**src/rtl/addsub_pkg.sv**
```systemverilog
// Shared types and sizing helpers for the digit-serial adder/subtractor.
package addsub_pkg;

  typedef enum logic [1:0] {IDLE, RUN, DONE} state_t;

  function automatic int nslice(input int width, input int digit);
    return width / digit;
  endfunction

  // Slice index width; a single-slice build still needs a 1-bit counter.
  function automatic int idx_width(input int n);
    return (n > 1) ? $clog2(n) : 1;
  endfunction

endpackage

```
**src/rtl/addsub_slice.sv**
```systemverilog
// DIGIT-bit combinational ripple adder; exposes the carry into its MSB
// so the top can form signed overflow on the final slice.
module addsub_slice #(
  parameter int DIGIT = 4
) (
  input  logic [DIGIT-1:0] a,
  input  logic [DIGIT-1:0] b,
  input  logic             cin,
  output logic [DIGIT-1:0] sum,
  output logic             cout,
  output logic             c_msb
);

  logic [DIGIT:0] c;

  always_comb begin
    c    = '0;
    sum  = '0;
    c[0] = cin;
    for (int i = 0; i < DIGIT; i++) begin
      sum[i]   = a[i] ^ b[i] ^ c[i];
      c[i+1]   = (a[i] & b[i]) | (c[i] & (a[i] ^ b[i]));
    end
  end

  assign cout  = c[DIGIT];
  assign c_msb = c[DIGIT-1];

endmodule

```
**src/rtl/addsub_serial.sv**
```systemverilog
// Digit-serial add/sub with valid/ready on both sides; one DIGIT slice per clock.
//   state | meaning
//   IDLE  | waiting for operands (in_ready high once out of reset)
//   RUN   | adding slice idx into s
//   DONE  | result and flags held until out_ready
module addsub_serial #(
  parameter int WIDTH = 16,
  parameter int DIGIT = 4
) (
  input  logic             clk,
  input  logic             resetn,
  input  logic             in_valid,
  output logic             in_ready,
  input  logic [WIDTH-1:0] x,
  input  logic [WIDTH-1:0] y,
  input  logic             k,
  output logic             out_valid,
  input  logic             out_ready,
  output logic [WIDTH-1:0] s,
  output logic             carryout,
  output logic             overflow,
  output logic             zero
);
  import addsub_pkg::*;

  localparam int NSLICE = nslice(WIDTH, DIGIT);
  localparam int IW     = idx_width(NSLICE);
  localparam logic [IW-1:0] LAST = IW'(NSLICE - 1);

  state_t           state, state_nxt;
  logic [WIDTH-1:0] xr, yr, s_nxt;
  logic             carry;
  logic [IW-1:0]    idx;
  logic             armed;
  logic [DIGIT-1:0] a_sl, b_sl, sum_sl;
  logic             cout_sl, cmsb_sl;
  logic             accept;

  always_comb begin
    a_sl = xr[int'(idx)*DIGIT +: DIGIT];
    b_sl = yr[int'(idx)*DIGIT +: DIGIT];
  end

  addsub_slice #(.DIGIT(DIGIT)) u_slice (
    .a    (a_sl),
    .b    (b_sl),
    .cin  (carry),
    .sum  (sum_sl),
    .cout (cout_sl),
    .c_msb(cmsb_sl)
  );

  always_comb begin
    s_nxt = s;
    s_nxt[int'(idx)*DIGIT +: DIGIT] = sum_sl;
  end

  // armed keeps in_ready low for the first cycle after reset releases.
  assign accept = (state == IDLE) && armed && in_valid;

  always_comb begin
    state_nxt = state;
    in_ready  = 1'b0;
    out_valid = 1'b0;
    case (state)
      IDLE: begin
        in_ready = armed;
        if (accept) state_nxt = RUN;
      end
      RUN:  if (idx == LAST) state_nxt = DONE;
      DONE: begin
        out_valid = 1'b1;
        if (out_ready) state_nxt = IDLE;
      end
      default: state_nxt = IDLE;
    endcase
  end

  always_ff @(posedge clk) begin
    if (!resetn) begin
      state    <= IDLE;
      armed    <= 1'b0;
      xr       <= '0;
      yr       <= '0;
      carry    <= 1'b0;
      idx      <= '0;
      s        <= '0;
      carryout <= 1'b0;
      overflow <= 1'b0;
      zero     <= 1'b0;
    end else begin
      state <= state_nxt;
      armed <= 1'b1;
      if (accept) begin
        xr    <= x;
        yr    <= y ^ {WIDTH{k}};
        carry <= k;
        idx   <= '0;
      end else if (state == RUN) begin
        s     <= s_nxt;
        carry <= cout_sl;
        idx   <= idx + IW'(1);
        if (idx == LAST) begin
          carryout <= cout_sl;
          overflow <= cout_sl ^ cmsb_sl;
          zero     <= (s_nxt == '0);
        end
      end
    end
  end

endmodule

```
**config.mk**
```make
export PLATFORM = sky130hd
export DESIGN_NAME = addsub_serial
export DESIGN_NICKNAME = d
export VERILOG_FILES = /design/src/rtl/addsub_pkg.sv /design/src/rtl/addsub_slice.sv /design/src/rtl/addsub_serial.sv
export SDC_FILE = /design/constraint.sdc
export NUM_CORES = 1
export LEC_CHECK = 0
export ABC_AREA = 1
export CAP_MARGIN = 20
export CORE_ASPECT_RATIO = 1.2
export CORE_UTILIZATION = 50
export CTS_CLUSTER_DIAMETER = 100
export DETAILED_ROUTE_END_ITERATION = 8
export GPL_ROUTABILITY_DRIVEN = 0
export MAX_ROUTING_LAYER = met4
export PLACE_DENSITY = 0.78
export SLEW_MARGIN = 0
export SYNTH_ARGS = -nofsm -noshare
export SYNTH_HDL_FRONTEND = slang
export SYNTH_SLANG_ARGS = --single-unit
```
**constraint.sdc**
```tcl
create_clock -name clk -period 8.2 [get_ports clk]
set_input_delay 1.64 -clock clk [delete_from_list [all_inputs] [get_ports clk]]
set_output_delay 1.64 -clock clk [all_outputs]
set_load 0.005 [all_outputs]
```
; ---- Yosys cells after proc, flatten, opt, wreduce, memory -nomap -nowiden
; Index checks and enable logic that the tools add are counted.
[word_totals]
ff_bits = 57
inputBits = 37
[classes]
n_addsub = 2
eq_ne = 6
n_shift = 4
n_mux = 10
n_bitwise = 24
reduce_logical = 9
[op_table]
columns = cell, count
row1 = 4-bit negator with 33-bit output, 1
row2 = 4-bit by 33-bit variable shift with 16-bit output (first input constant), 1
row3 = 4-bit by 33-bit indexed part select with 16-bit output, 1
row4 = 16-bit by 5-bit indexed part select with 4-bit output, 2
row5 = 16-bit bitwise mux, 1
row6 = 16-bit zero test, 1
row7 = 16-bit bitwise XOR, 1
row8 = 1-bit bitwise XOR, 9
row9 = 1-bit bitwise AND, 8
row10 = 2-bit 2-to-1 mux, 3
row11 = 2-bit inequality test (second input constant), 3
row12 = 2-bit case mux with 3 select lines, 1
row13 = 3-bit AND reduction, 2
row14 = 1-bit 2-to-1 mux, 5
row15 = 2-bit equality test (second input constant), 2
row16 = 1-bit OR, 4
row17 = 2-bit by 1-bit adder with 2-bit output (second input constant), 1
row18 = 2-bit by 1-bit equality test with 1-bit output (second input constant), 1
row19 = 1-bit logical AND, 2
row20 = 2-bit zero test, 1
row21 = 1-bit NOT, 2
row22 = 2-bit AND reduction, 1
row23 = 2-bit nonzero test, 1
row24 = 2-bit OR reduction, 1

; ---- Depth between registers and ports, before layout
[logic_depth]
word_depth = 12
depth_mapped = 19
depth_no_buf = 17

; ---- Hierarchy
; A second synthesis with hierarchy kept.
[unflattened]
hier_cells = 417
hier_area_um2 = 2949.1
[by_module_without_submodules]
columns = module, instances, cells_each, area_per_inst_um2, seq_area_each_um2
row1 = addsub_serial, 1, 405, 2839.0, 1141.1
row2 = addsub_slice, 1, 12, 110.1, 0.0

; ---- Least setup slack after synthesis
; No wires, ideal clock.
[synth_timing]
path_kind = register to register
startpoint = reg idx[0]
endpoint = reg zero
setup_ns = 0.066
arrival_time_ns = 3.147
required_ns = 8.134
setup_slack_ns = 4.987
path_stages_with_launch = 20
n_path_buf = 2
period_less_slack_ns = 3.213
cell_sequence = dfxtp_1 > buf_2 > buf_2 > o21ai_0 > a21oi_1 > a21oi_1 > fa_1 > inv_1 > fa_1 > inv_1 > fa_1 > fa_1 > nor2_1 > nand3_1 > nand2_1 > nor2_1 > nand2_1 > nor2_1 > nand3_1 > a21oi_2
[synth_between]
elab_chain_len = 12
[synth_rtl]
columns = element, line_no
row1 = start: declaration, addsub_serial.sv:33  ; logic [IW-1:0] idx;
row2 = start signal: assignment, addsub_serial.sv:102  ; idx <= idx + IW'(1);
row3 = 16-bit by 5-bit indexed part select with 4-bit output (on tied branches), "addsub_serial.sv:40, addsub_serial.sv:41"
row4 = 1-bit bitwise XOR, "addsub_slice.sv:21, addsub_slice.sv:22"
row5 = 1-bit bitwise AND, addsub_slice.sv:22  ; c[i+1] = (a[i] & b[i]) | (c[i] & (a[i] ^ b[i]));
row6 = 1-bit OR, addsub_slice.sv:22
row7 = 1-bit bitwise AND, addsub_slice.sv:22
row8 = 1-bit OR, addsub_slice.sv:22
row9 = 1-bit bitwise AND, addsub_slice.sv:22
row10 = 1-bit OR, addsub_slice.sv:22
row11 = 1-bit bitwise XOR, addsub_slice.sv:21  ; sum[i] = a[i] ^ b[i] ^ c[i];
row12 = 4-bit by 33-bit indexed part select with 16-bit output, addsub_serial.sv:55  ; s_nxt[int'(idx)*DIGIT +: DIGIT] = sum_sl;
row13 = 16-bit bitwise mux, addsub_serial.sv:55
row14 = 16-bit zero test, addsub_serial.sv:106  ; zero <= (s_nxt == '0);
row15 = end signal: assignment, addsub_serial.sv:106
row16 = end: declaration, addsub_serial.sv:22  ; output logic zero
; Parallel ways exist; a longest one is shown, timed or not.
; A chain may end at the register's enable or synchronous reset.

; ---- Worst setup path after layout
[layout_timing]
startpoint = reg idx[1]
endpoint = reg zero
; The elaborated chain is that of the path after synthesis.

==> qor.yml <==
setup_path:
  crit_path_end_kind: "register"
  cp_data_arrival_time_ns: 3.85
  critPathLaunch: "idx[1]"
  worstPathRequired_ns: 8.44
  r2r_cells: 16
  rrSetupSlack_ns: 4.58
  reg2reg_from: "idx[1]"
  crit_fanout: 13
  reg2reg_to: "zero"
  critPathLaunchType: "register"
  setup.worst_path.class: "register to register"
cells_and_area:
  final_cell_mix: "nand2_1, dfxtp_1, clkdlybuf4s50_1"
  fin_util_pct: 65.9
  synthToLayoutAreaGrowth_pct: 27.5
  n_antenna_cell: 0
  final_common_cell: "nand2_1"
  layout-drive-gt1-share_pct: 5.27
  fin_nets: 516
  instances_no_fill: 554
pwr:
  p_leak_nw: 1.59
  peakVddDrop_mv: 0.119
  p_sw_share_pct: 26.2
  p_switching_mw: 0.191
  power_mw: 0.727
  combPwrFrac_pct: 16.9
  p_int_mw: 0.537
  power.share.clock_pct: 41.4
  powerDensity_nw_per_um2: 195
  seq_power_share_pct: 41.7
timing:
  fin_crit_ns: 3.62
  hold_ws_ns: 0.457
  skew_ns: 0.00386
  final_max_slew_viol_count: 0
  rsz0062_at_grt: "false"
  clock.fmax_ghz: 0.277
  finalCritPeriodShare_pct: 44.1
  worst_slew_pin_slew_ns: 0.879
  tns_ns: 0
  slew_headroom_pct: 41.2
  setup_violations: 0
  finalHoldViolCount: 0
cts:
  cts_root_buffer: "clkbuf_8"
  cts_setup_buffers: 0
  cts_resized: 0
  htreeDepth: 3
  cts.sinks: 57
  clk_pin_slew_ns: 0.07
  clk_latency_ns: 0.34
  cts_hold_buf: 0
  cts_made_buffers: 9
  cts_buffer_depth: 2
  cts_tree: "yes"
floorplan:
  rows: 30
  pin_count: 58
  dieArea_um2: 6170
  die_h_um: 85.9
  die_x_um: 71.9
  start_util_pct: 51.7
  core_um2: 5670
yosys:
  syn-num-nets: 468
  synth.distinct_cells: 28
  synth.avg_cell_area_um2: 6.96
  ys.flop_type: "dfxtp_1"
  synth_top_area_cell: "dfxtp_1"
  seq_area_frac_synth_pct: 38.9
  syn_inst: 421
  ys_ff_latch: 57
  synth-edff-count: 0
  synth_area_leaders: "dfxtp_1, nand2_1, a21oi_1"
  synth_top_area_share_pct: 38.9
  async_reset_ff_share_pct: 0
  yosysWarnings: 0
  synth_area_um2: 2930
route:
  routedWlPerCell_um: 12.1
  drc: 0
  drt.antenna.violating_nets: 0
  num_vias: 2777
  drt-initial-drc-count: 144
  totalWireLength_um: 6680
  avgViaCountPerCell: 5.01
  dr.pass1.iters: 5
hold_path:
  hold_depth: 2
  holdCritPathClass: "register to register"
  hold_path_end: "xr[0]"
  min_from: "xr[0]"
global_route:
  grt_pass1_wl_um: 11000
  antenna_found_initial: 0
  overflow: 0
  first_global_vias: 2508
  grtUsageTotal_pct: 23.7
  grt_max_degree: 43
placement:
  place_hpwl_um: 4600
  dp_cells: 537
  place.port_buffers: 57
job:
  drv_cap: 0
status:
  outcome: "complete, no violations"
[worst max-delay path, stage by stage, from the launching register on]
cell and delay (ns):
dfxtp_1 0.59, clkinv_1 0.43, a21oi_1 0.36, fa_1 0.22
inv_1 0.05, fa_1 0.35, inv_1 0.07, fa_1 0.24
fa_1 0.46, nor2_1 0.22, nand3_1 0.12, nand2_1 0.07
inv_1 0.06, nand2_1 0.07, nor2_1 0.05, nand3_1 0.10
a21oi_2 0.05
[area by class of cell]
class,count,area [um^2]
multi-input combinational,291,1480
timing repair buffer,59,593
clock inverter,5,77.6
sequential,57,1140
tap,80,100
inverter,51,191
fill,507,1930
clock buffer,11,151
[power by group through the flow]
stage | Clock, mW | Sequential (mW) | Combinational, mW
global placement | 0 | 0.309 | 0.119
finish | 0.301 | 0.303 | 0.123
global route | 0.321 | 0.305 | 0.138
detailed placement | 0 | 0.309 | 0.122
CTS | 0.305 | 0.303 | 0.122
floorplan | 0 | 0.308 | 0.0758
[through the flow]
stage          area (um^2)  worst slack (ns)
6_report              3740              4.58
5_1_grt               3740              4.32
4_1_cts               3720              4.51
3_5_place_dp          3490              4.41
3_3_place_gp          3490              4.48
2_1_floorplan         2930              4.99
[routing by layer]
metal / vias up / global-route usage [%] / part of all wire, %
met5: - / - / 0
met4: 0 / 13.7 / 3.1
met3: 18 / 5.99 / 5.0
met2: 89 / 37.8 / 49
met1: 1235 / 26.7 / 43
li1: 1435 / - / -
[Yosys cell counts, types with 2 or more instances]
master and number:
a21oi_1 50, buf_2 10, buf_4 5, clkbuf_1 6, dfxtp_1 57, fa_1 4, ha_1 6, inv_1 48
inv_2 2, nand2_1 92, nand3_1 16, nor2_1 45, o211ai_1 2, o21ai_0 47, o22ai_1 2, xor2_1 17
[kinds of logic after synthesis]
kind of cell               count (synthesis)  synth area share (%)
and+or+nand+nor                          159                  21.7
buffers and inverters                     73                  10.5
DFF                                       57                  38.9
xor gates and xnor gates                  17                  5.08
AOI/OAI and AO/OA                        105                  18.5
adders and majority gates                 10                  5.29
[worst max-delay path by stage]
stage | cells after the start | slack, ns | to
6_report | 16 | 4.58 | zero
5_1_grt | 16 | 4.32 | zero
4_1_cts | 16 | 4.51 | zero
3_5_place_dp | 5 | 4.41 | s[10]
3_3_place_gp | 5 | 4.48 | s[11]
2_1_floorplan | 19 | 4.99 | zero
[state kept, by name, summed over array words and instances (netlist names)]
register  cells
armed         1
carry         1
carryout      1
idx           2
overflow      1
s            16
state         2
xr           16
yr           16
zero          1
Power figures use the tool's default switching activity.
